### config.mk
export PLATFORM = sky130hd
export DESIGN_NAME = mem_port_arbiter
export DESIGN_NICKNAME = d
export VERILOG_FILES = /design/src/rtl/mem_port_arbiter_pkg.sv /design/src/rtl/rr_arbiter.sv /design/src/rtl/mem_port_arbiter.sv
export SDC_FILE = /design/constraint.sdc
export NUM_CORES = 1
export LEC_CHECK = 0
export ABC_AREA = 1
export CORE_AREA = 2 2 107 109
export DETAILED_ROUTE_END_ITERATION = 12
export DIE_AREA = 0 0 109 111
export PLACE_DENSITY = 0.63
export SKIP_CTS_REPAIR_TIMING = 1
export SYNTH_ARGS = -nofsm -noshare
export SYNTH_HDL_FRONTEND = slang
export SYNTH_SLANG_ARGS = --single-unit
### constraint.sdc
create_clock -name clk_i -period 1.2 [get_ports clk_i]
set_input_delay 0.24 -clock clk_i [delete_from_list [all_inputs] [get_ports clk_i]]
set_output_delay 0.24 -clock clk_i [all_outputs]
set_load 0.1 [all_outputs]
### src/rtl/mem_port_arbiter_pkg.sv
// Shared types and constants for the data-memory port arbiter.
package mem_port_arbiter_pkg;

  localparam int unsigned ARB_MODE_FIXED = 0;
  localparam int unsigned ARB_MODE_RR    = 1;
  localparam int unsigned MAX_MASTERS    = 8;
  localparam int unsigned MAX_RD_LAT     = 4;
  localparam int unsigned ID_W           = $clog2(MAX_MASTERS);

  // Read-response tag carried down the latency pipeline
  typedef struct packed {
    logic            valid;
    logic [ID_W-1:0] id;
  } rd_tag_t;

  function automatic logic [MAX_MASTERS-1:0] id_onehot(input logic [ID_W-1:0] id);
    return MAX_MASTERS'(1) << id;
  endfunction

endpackage

### src/rtl/rr_arbiter.sv
// Rotating-priority picker: the request at i_ptr has top priority, then i_ptr+1, ... mod N.
module rr_arbiter #(
  parameter int unsigned N  = 2,
  parameter int unsigned PW = $clog2(N)
) (
  input  logic [N-1:0]  i_req,
  input  logic [PW-1:0] i_ptr,
  output logic [N-1:0]  o_gnt,
  output logic [PW-1:0] o_gnt_idx,
  output logic          o_gnt_valid
);

  logic [2*N-1:0] w_dbl;
  logic [N-1:0]   w_rot;

  // Doubling the vector lets a plain shift implement the modular rotation
  assign w_dbl = {i_req, i_req};
  assign w_rot = N'(w_dbl >> i_ptr);

  always_comb begin
    o_gnt_idx   = '0;
    o_gnt_valid = 1'b0;
    for (int unsigned k = 0; k < N; k++) begin
      if (!o_gnt_valid && w_rot[k]) begin
        o_gnt_valid = 1'b1;
        o_gnt_idx   = PW'((32'(i_ptr) + k) % N);
      end
    end
    o_gnt = o_gnt_valid ? (N'(1) << o_gnt_idx) : '0;
  end

endmodule

### src/rtl/mem_port_arbiter.sv
// N-master to 1-slave data-memory port arbiter with in-order read-response routing.
module mem_port_arbiter
  import mem_port_arbiter_pkg::*;
#(
  parameter int unsigned N_MASTERS = 2,
  parameter int unsigned AW        = 32,
  parameter int unsigned DW        = 32,
  parameter int unsigned RD_LAT    = 1,
  parameter int unsigned ARB_MODE  = ARB_MODE_FIXED
) (
  input  logic                      clk_i,
  input  logic                      rst_i,
  input  logic [N_MASTERS-1:0]      m_req_i,
  input  logic [N_MASTERS-1:0]      m_we_i,
  input  logic [N_MASTERS*AW-1:0]   m_addr_bi,
  input  logic [N_MASTERS*DW-1:0]   m_wdata_bi,
  input  logic [N_MASTERS*DW/8-1:0] m_be_bi,
  output logic [N_MASTERS-1:0]      m_ack_o,
  output logic [N_MASTERS-1:0]      m_resp_o,
  output logic [DW-1:0]             m_rdata_bo,
  output logic                      s_req_o,
  output logic                      s_we_o,
  output logic [AW-1:0]             s_addr_bo,
  output logic [DW-1:0]             s_wdata_bo,
  output logic [DW/8-1:0]           s_be_bo,
  input  logic [DW-1:0]             s_rdata_bi
);

  localparam int unsigned BW = DW / 8;
  localparam int unsigned IW = $clog2(N_MASTERS);

  if (N_MASTERS < 2 || N_MASTERS > MAX_MASTERS || RD_LAT < 1 || RD_LAT > MAX_RD_LAT ||
      (DW % 8) != 0) begin : g_param_err
    $error("mem_port_arbiter: illegal parameter set");
  end

  logic                 r_rst_q;
  logic [IW-1:0]        r_rr_ptr;
  rd_tag_t              r_tag [RD_LAT];

  logic [IW-1:0]        w_arb_ptr;
  logic [N_MASTERS-1:0] w_arb_gnt;
  logic [IW-1:0]        w_arb_idx;
  logic                 w_arb_valid;
  logic                 w_en;
  logic                 w_gnt_valid;
  logic [N_MASTERS-1:0] w_gnt;
  rd_tag_t              w_new_tag;
  rd_tag_t              w_tail;

  // Fixed mode is the same picker with the top-priority slot pinned to master 0
  assign w_arb_ptr = (ARB_MODE == ARB_MODE_RR) ? r_rr_ptr : '0;

  rr_arbiter #(
    .N  (N_MASTERS),
    .PW (IW)
  ) u_rr_arbiter (
    .i_req       (m_req_i),
    .i_ptr       (w_arb_ptr),
    .o_gnt       (w_arb_gnt),
    .o_gnt_idx   (w_arb_idx),
    .o_gnt_valid (w_arb_valid)
  );

  // Issue is blocked during reset and the cycle right after it
  assign w_en        = !rst_i && !r_rst_q;
  assign w_gnt_valid = w_en && w_arb_valid;
  assign w_gnt       = w_en ? w_arb_gnt : '0;
  assign m_ack_o     = w_gnt;
  assign s_req_o     = w_gnt_valid;

  always_comb begin
    s_we_o     = 1'b0;
    s_addr_bo  = '0;
    s_wdata_bo = '0;
    s_be_bo    = '0;
    for (int unsigned i = 0; i < N_MASTERS; i++) begin
      if (w_gnt[i]) begin
        s_we_o     = m_we_i[i];
        s_addr_bo  = m_addr_bi[i*AW +: AW];
        s_wdata_bo = m_wdata_bi[i*DW +: DW];
        s_be_bo    = m_be_bi[i*BW +: BW];
      end
    end
  end

  assign w_new_tag.valid = w_gnt_valid && !s_we_o;
  assign w_new_tag.id    = ID_W'(w_arb_idx);
  assign w_tail          = r_tag[RD_LAT-1];

  assign m_resp_o   = (w_tail.valid && !rst_i) ? N_MASTERS'(id_onehot(w_tail.id)) : '0;
  assign m_rdata_bo = s_rdata_bi;

  always_ff @(posedge clk_i) begin
    r_rst_q <= rst_i;
    if (rst_i) begin
      r_rr_ptr <= '0;
    end else if (w_gnt_valid && ARB_MODE == ARB_MODE_RR) begin
      r_rr_ptr <= (32'(w_arb_idx) == N_MASTERS - 1) ? '0 : w_arb_idx + IW'(1);
    end
  end

  // Read tags travel RD_LAT stages so the tail lines up with slave data
  always_ff @(posedge clk_i) begin
    if (rst_i) begin
      for (int unsigned i = 0; i < RD_LAT; i++) r_tag[i] <= '0;
    end else begin
      r_tag[0] <= w_new_tag;
      for (int unsigned i = 1; i < RD_LAT; i++) r_tag[i] <= r_tag[i-1];
    end
  end

endmodule
### Yosys cells after proc, flatten, opt, wreduce, memory -nomap -nowiden

Memories as Yosys holds them, arrays and structs flattened.
Cells that the tools add are included.

| operators by class | value |
|---|---|
| shift-type cells | 2 |
| mux-type cells | 19 |
| reduce and logical (&&, ||, !) cells | 10 |

Operators with widths:

| kind | count |
|---|---|
| $mux W32 | 4 |
| $mux W1 | 9 |
| $mux W2 | 4 |
| $mux W4 | 2 |
| $logic_and A1 B1 Y1 | 5 |
| $logic_not A1 Y1 | 4 |
| $shl A1 B3 Y2 const A | 1 |
| $reduce_or A2 Y1 | 1 |
| $shl A1 B1 Y2 const A | 1 |

| storage, ports and cells | value |
|---|---|
| flip-flop bits (word level) | 1 |
| memory bits (writable) | 2 |
| bits of input ports | 174 |
| output and inout port bits | 106 |
| logic and storage cells | 33 |
| memories | 1 |

Memory list:

| memory | words | bits a word | rd ports | clocked after memory_dff | wr ports | RTL line | RTL |
|---|---|---|---|---|---|---|---|
| r_tag | 1 | 2 | 1 | 0 | 1 | mem_port_arbiter.sv:39 | `rd_tag_t r_tag [RD_LAT];` |

### Depth between registers and ports, before layout

Gate-level depths: netlist of the first run.

| logic depth | value |
|---|---|
| word-level depth | 12 |
| mapped depth | 8 |
| gate-level depth less buffers | 6 |

### Hierarchy

A second synthesis of the first run with hierarchy kept.

| unflattened totals | value |
|---|---|
| cells, all modules | 290 |
| area total of the unflattened synthesis | 1411.4 um2 |

By module, submodules not included:

| module | times used | cells an instance | area each (um2) | sequential area each (um2) |
|---|---|---|---|---|
| mem_port_arbiter | 1 | 283 | 1381.3 | 60.1 |
| rr_arbiter | 1 | 7 | 30.0 | 0.0 |

### Worst setup path after synthesis of the first run

Ideal clock, no wire load.

| timing path | value |
|---|---|
| path type | register to output |
| start point | reg r_rst_q |
| end point | out s_addr_bo[22] |
| data arrival time | 1.898 ns |
| required time | 0.960 ns |
| setup slack | -0.938 ns |
| cell stages (with the launch flop) | 7 |
| buffers on the path | 2 |
| cell sequence | dfxtp_1 > nor2_4 > and2_1 > buf_6 > buf_2 > nand2_1 > nand2_1 |

| on the way | value |
|---|---|
| longest elaborated chain between the ends | 5 |

RTL lines:

| element | RTL line | RTL |
|---|---|---|
| from (decl) | mem_port_arbiter.sv:37 | `logic r_rst_q;` |
| from (signal assigned) | mem_port_arbiter.sv:95 | `r_rst_q <= rst_i;` |
| $logic_not A1 Y1 | mem_port_arbiter.sv:66 | `assign w_en = !rst_i && !r_rst_q;` |
| $logic_and A1 B1 Y1 | mem_port_arbiter.sv:66 |  |
| $mux W2 | mem_port_arbiter.sv:68 | `assign w_gnt = w_en ? w_arb_gnt : '0;` |
| net m_ack_o[0] | mem_port_arbiter.sv:18 | `output logic [N_MASTERS-1:0] m_ack_o,` |
| $mux W32 (2 in a row) | mem_port_arbiter.sv:78 | `if (w_gnt[i]) begin` |
| to (decl) | mem_port_arbiter.sv:23 | `output logic [AW-1:0] s_addr_bo,` |

The timed path passes the listed nets, and every way through them passes these cells.

### Worst setup path after layout of the first run

| timing path | value |
|---|---|
| start point | reg r_rst_q |
| end point | out s_wdata_bo[8] |

| on the way | value |
|---|---|
| longest elaborated chain between the ends | 5 |

RTL lines:

| element | RTL line | RTL |
|---|---|---|
| $logic_not A1 Y1 (*) | mem_port_arbiter.sv:66 |  |
| $logic_and A1 B1 Y1 (*) | mem_port_arbiter.sv:66 |  |
| $mux W2 (*) | mem_port_arbiter.sv:68 |  |
| $mux W32 | mem_port_arbiter.sv:78 |  |
| $mux W32 (*) | mem_port_arbiter.sv:78 |  |
| to (decl) | mem_port_arbiter.sv:24 | `output logic [DW-1:0] s_wdata_bo,` |

Mark *: on every way between the ends. The rest lies on a longest branch, timed or not.

==> impl_results.md, run 1 <==
* Vias per inst at 4.066
* Number of synthesized register bits at 3
* Die Y at 111 um
* Dpl hpwl at 6992 um
* IO Count at 280
* Slew @ Worst Pin at 0.3563 ns
* Inserted Clock Buffers at 3
* Global-route wire length before repair at 12210 um
* Syn Inst Count at 272
* Top-area cell type share of the netlist area at 57.71%
* Clk_lat worst skew at 0.23 ns
* Sink Count at 3
* Wirelength per Cell at 16.20 um
* Number of global-route vias before repair at 2461
* Post-Route WL at 10130 um
* Slew Viols, Final at 0
* Outcome: complete, but fails checks
* Initial Util at 11.57%
* Most common cell on crit path: buf_12
* Clk slew on worst S/H paths at 0.03 ns
* Fillers at 845
* CP max FO at 6
* Min Hold Slack at 0.2556 ns
* Initial antenna violation count at 0
* Worst hold path type: input port to register
* Die X at 109 um
* Worst R2R Setup Slack at 0.07 ns
* CP Cell Sequence: nor2_4 -> and2_4 -> buf_12 -> clkbuf_16 -> nand2_4 -> nand2_8 -> buf_12
* Area occupied by registers at 63.81 um2
* Setup CP Type: register to output port
* Reg-to-Reg Start: r_rst_q$_DFF_P_
* Die area at 12100 um2
* Antenna viol nets, final at 0
* Clock root cell: clkbuf_16
* CP required at 0.96 ns
* # port buffers at 215
* Static Leakage at 2.735 nW
* Diodes inserted at 0
* Core ar. at 11080 um2
* Sequential element share of the synthesized area at 4.688%
* Min Tclk post-route at 1.794 ns
* Via count at 2541
* Setup crit start: r_rst_q$_DFF_P_
* Worst rel slew slack at 76.00%
* CTS tree: built
* Dpl cells at 596
* Avg Cell Area, Syn at 4.710 um2
* CP top delay family: simple AND/OR/NAND/NOR gates
* Layout cells sized above 1 at 69.71%
* Most frequent cells in the layout: clkdlybuf4s50_1 (138), nand2_8 (83), nand2_2 (82)
* Max cap viols at 0
* CP Buf/Inv Count at 3
* Period utilisation layout at 149.5%
* Syn_nets at 446
* Area Overhead vs Synth at 414.4%
* RSZ-0062 raised after global routing: yes
* Pre-antenna DRT Iters at 4
* Initial drt markers at 43
* HP Start: rst_i
* Critical Path AT at 1.55 ns
* Post-Route Skew at 0.004582 ns
* Largest net degree at the start of global routing at 29
* Fin worst setup slack at -0.5942 ns
* Fin cells at 625
* Area of the multi-input gates at 2734 um2
* Critical Path End Type: output port
* Worst-path cell with the longest stage delay: dfxtp_2
* Synth warnings at 0
* Worst VDD drop at 0.7210 mV
* GP Congestion at 0.7645
* Cell Rows at 39
* Commonest non-fill, non-tap cell in the layout: clkdlybuf4s50_1
* Total Neg Setup Slack at -41.19 ns
* DRC errors left at 0
* Clk buf depth at 2
* Final setup violation count at 72
* Synth area leader: nand2_1
* Total Power at 3.091 mW
* Final Util at 59.49%
* Number of H-tree levels at 1
* Nets at 657
* Final Hold Viols at 0
* GR Overflow Total at 0
* Startpoint type of the worst setup path: register
* Synth top area cells: nand2_1 (58%), buf_4 (19%), nand2_2 (4.9%)
* Pwr Density at 469.1 nW/um2
* Post-synth cell types at 16
* Tot GR Track Use at 12.79%
* Netlist Area Pre-Place at 1281 um2
* Failing checks: setup timing
* Fmax at 557.3 MHz
* Delay of the slowest critical-path stage at 0.32 ns
[registers in the layout, summed over array words and instances, names as in the netlist]
signal	count
r_rst_q	1
r_tag	2
[logic make-up after synthesis]
family                 after synthesis  synth area share, %
AO/OA/AOI/OAI                        1               0.3903
flip-flops                           3                4.688
AND/OR/NAND/NOR                    216                66.31
buffers and inverters               52                28.61
[cell usage after synthesis]
cell type	instances
nand3_1	2
buf_12	1
inv_2	1
nor2_1	4
o21ai_0	1
nor2_4	1
dfxtp_1	3
nand2_1	197
and2_1	1
clkbuf_1	1
nor3_1	1
inv_1	4
buf_6	3
buf_2	10
nand2_2	10
buf_4	32
[report_power, final]
group / internal (mW) / leakage [nW] / switching (mW)
Combinational: 1.10 / 2.67 / 1.34
Sequential: 0.107 / 0.0257 / 0.00481
Clock: 0.439 / 0.0382 / 0.101
Total: 1.64 / 2.74 / 1.45
[worst register-to-register path, delay by kind of cell, from the launching register on]
kind                   cells  cell delay [ns]
buffers and inverters      2             0.33
flip-flops                 1             0.32
AND/OR/NAND/NOR            2             0.26
AO/OA/AOI/OAI              1             0.14
[metal layers]
metal  share of wire (%)  GRT usage [%]
met1                  31          12.42
met2                  56          23.06
met3                  13          7.172
met4                0.93          3.077
met5                   0              0
[through the flow]
| stage | worst slack, ns | cell area [um2] |
|---|---|---|
| finish | -0.5942 | 6590 |
| floorplan | -0.2070 | 2565 |
| global route | -0.6615 | 6590 |
| global placement | -0.7747 | 5394 |
| detailed placement | -0.8088 | 5394 |
| CTS | -0.8209 | 5473 |
[final timing paths]
check,end,cells past startpoint
worst max register to register,r_tag[0][1]$_SDFF_PP0_,5
worst min-delay path,r_rst_q$_DFF_P_,2
worst max-delay path,s_wdata_bo[8],7
worst min register to register,r_tag[0][1]$_SDFF_PP0_,5
[cell type report]
type                            instances  area share, %
Multi-Input combinational cell        218          41.48
Sequential cell                         3         0.9683
Timing Repair inverter                  1         0.1709
Timing Repair Buffer                  251          52.99
Tap cell                              143          2.715
Clock buffer                            4          1.196
Inverter                                5         0.4747
No activity file was read; power rests on OpenSTA's default activity.
==> inputs of run 2 (changes only) <==
SLEW_MARGIN = 10   (was unset)
==> results of run 2 <==
Final layout, timing and power as in run 1 (identical DEF).
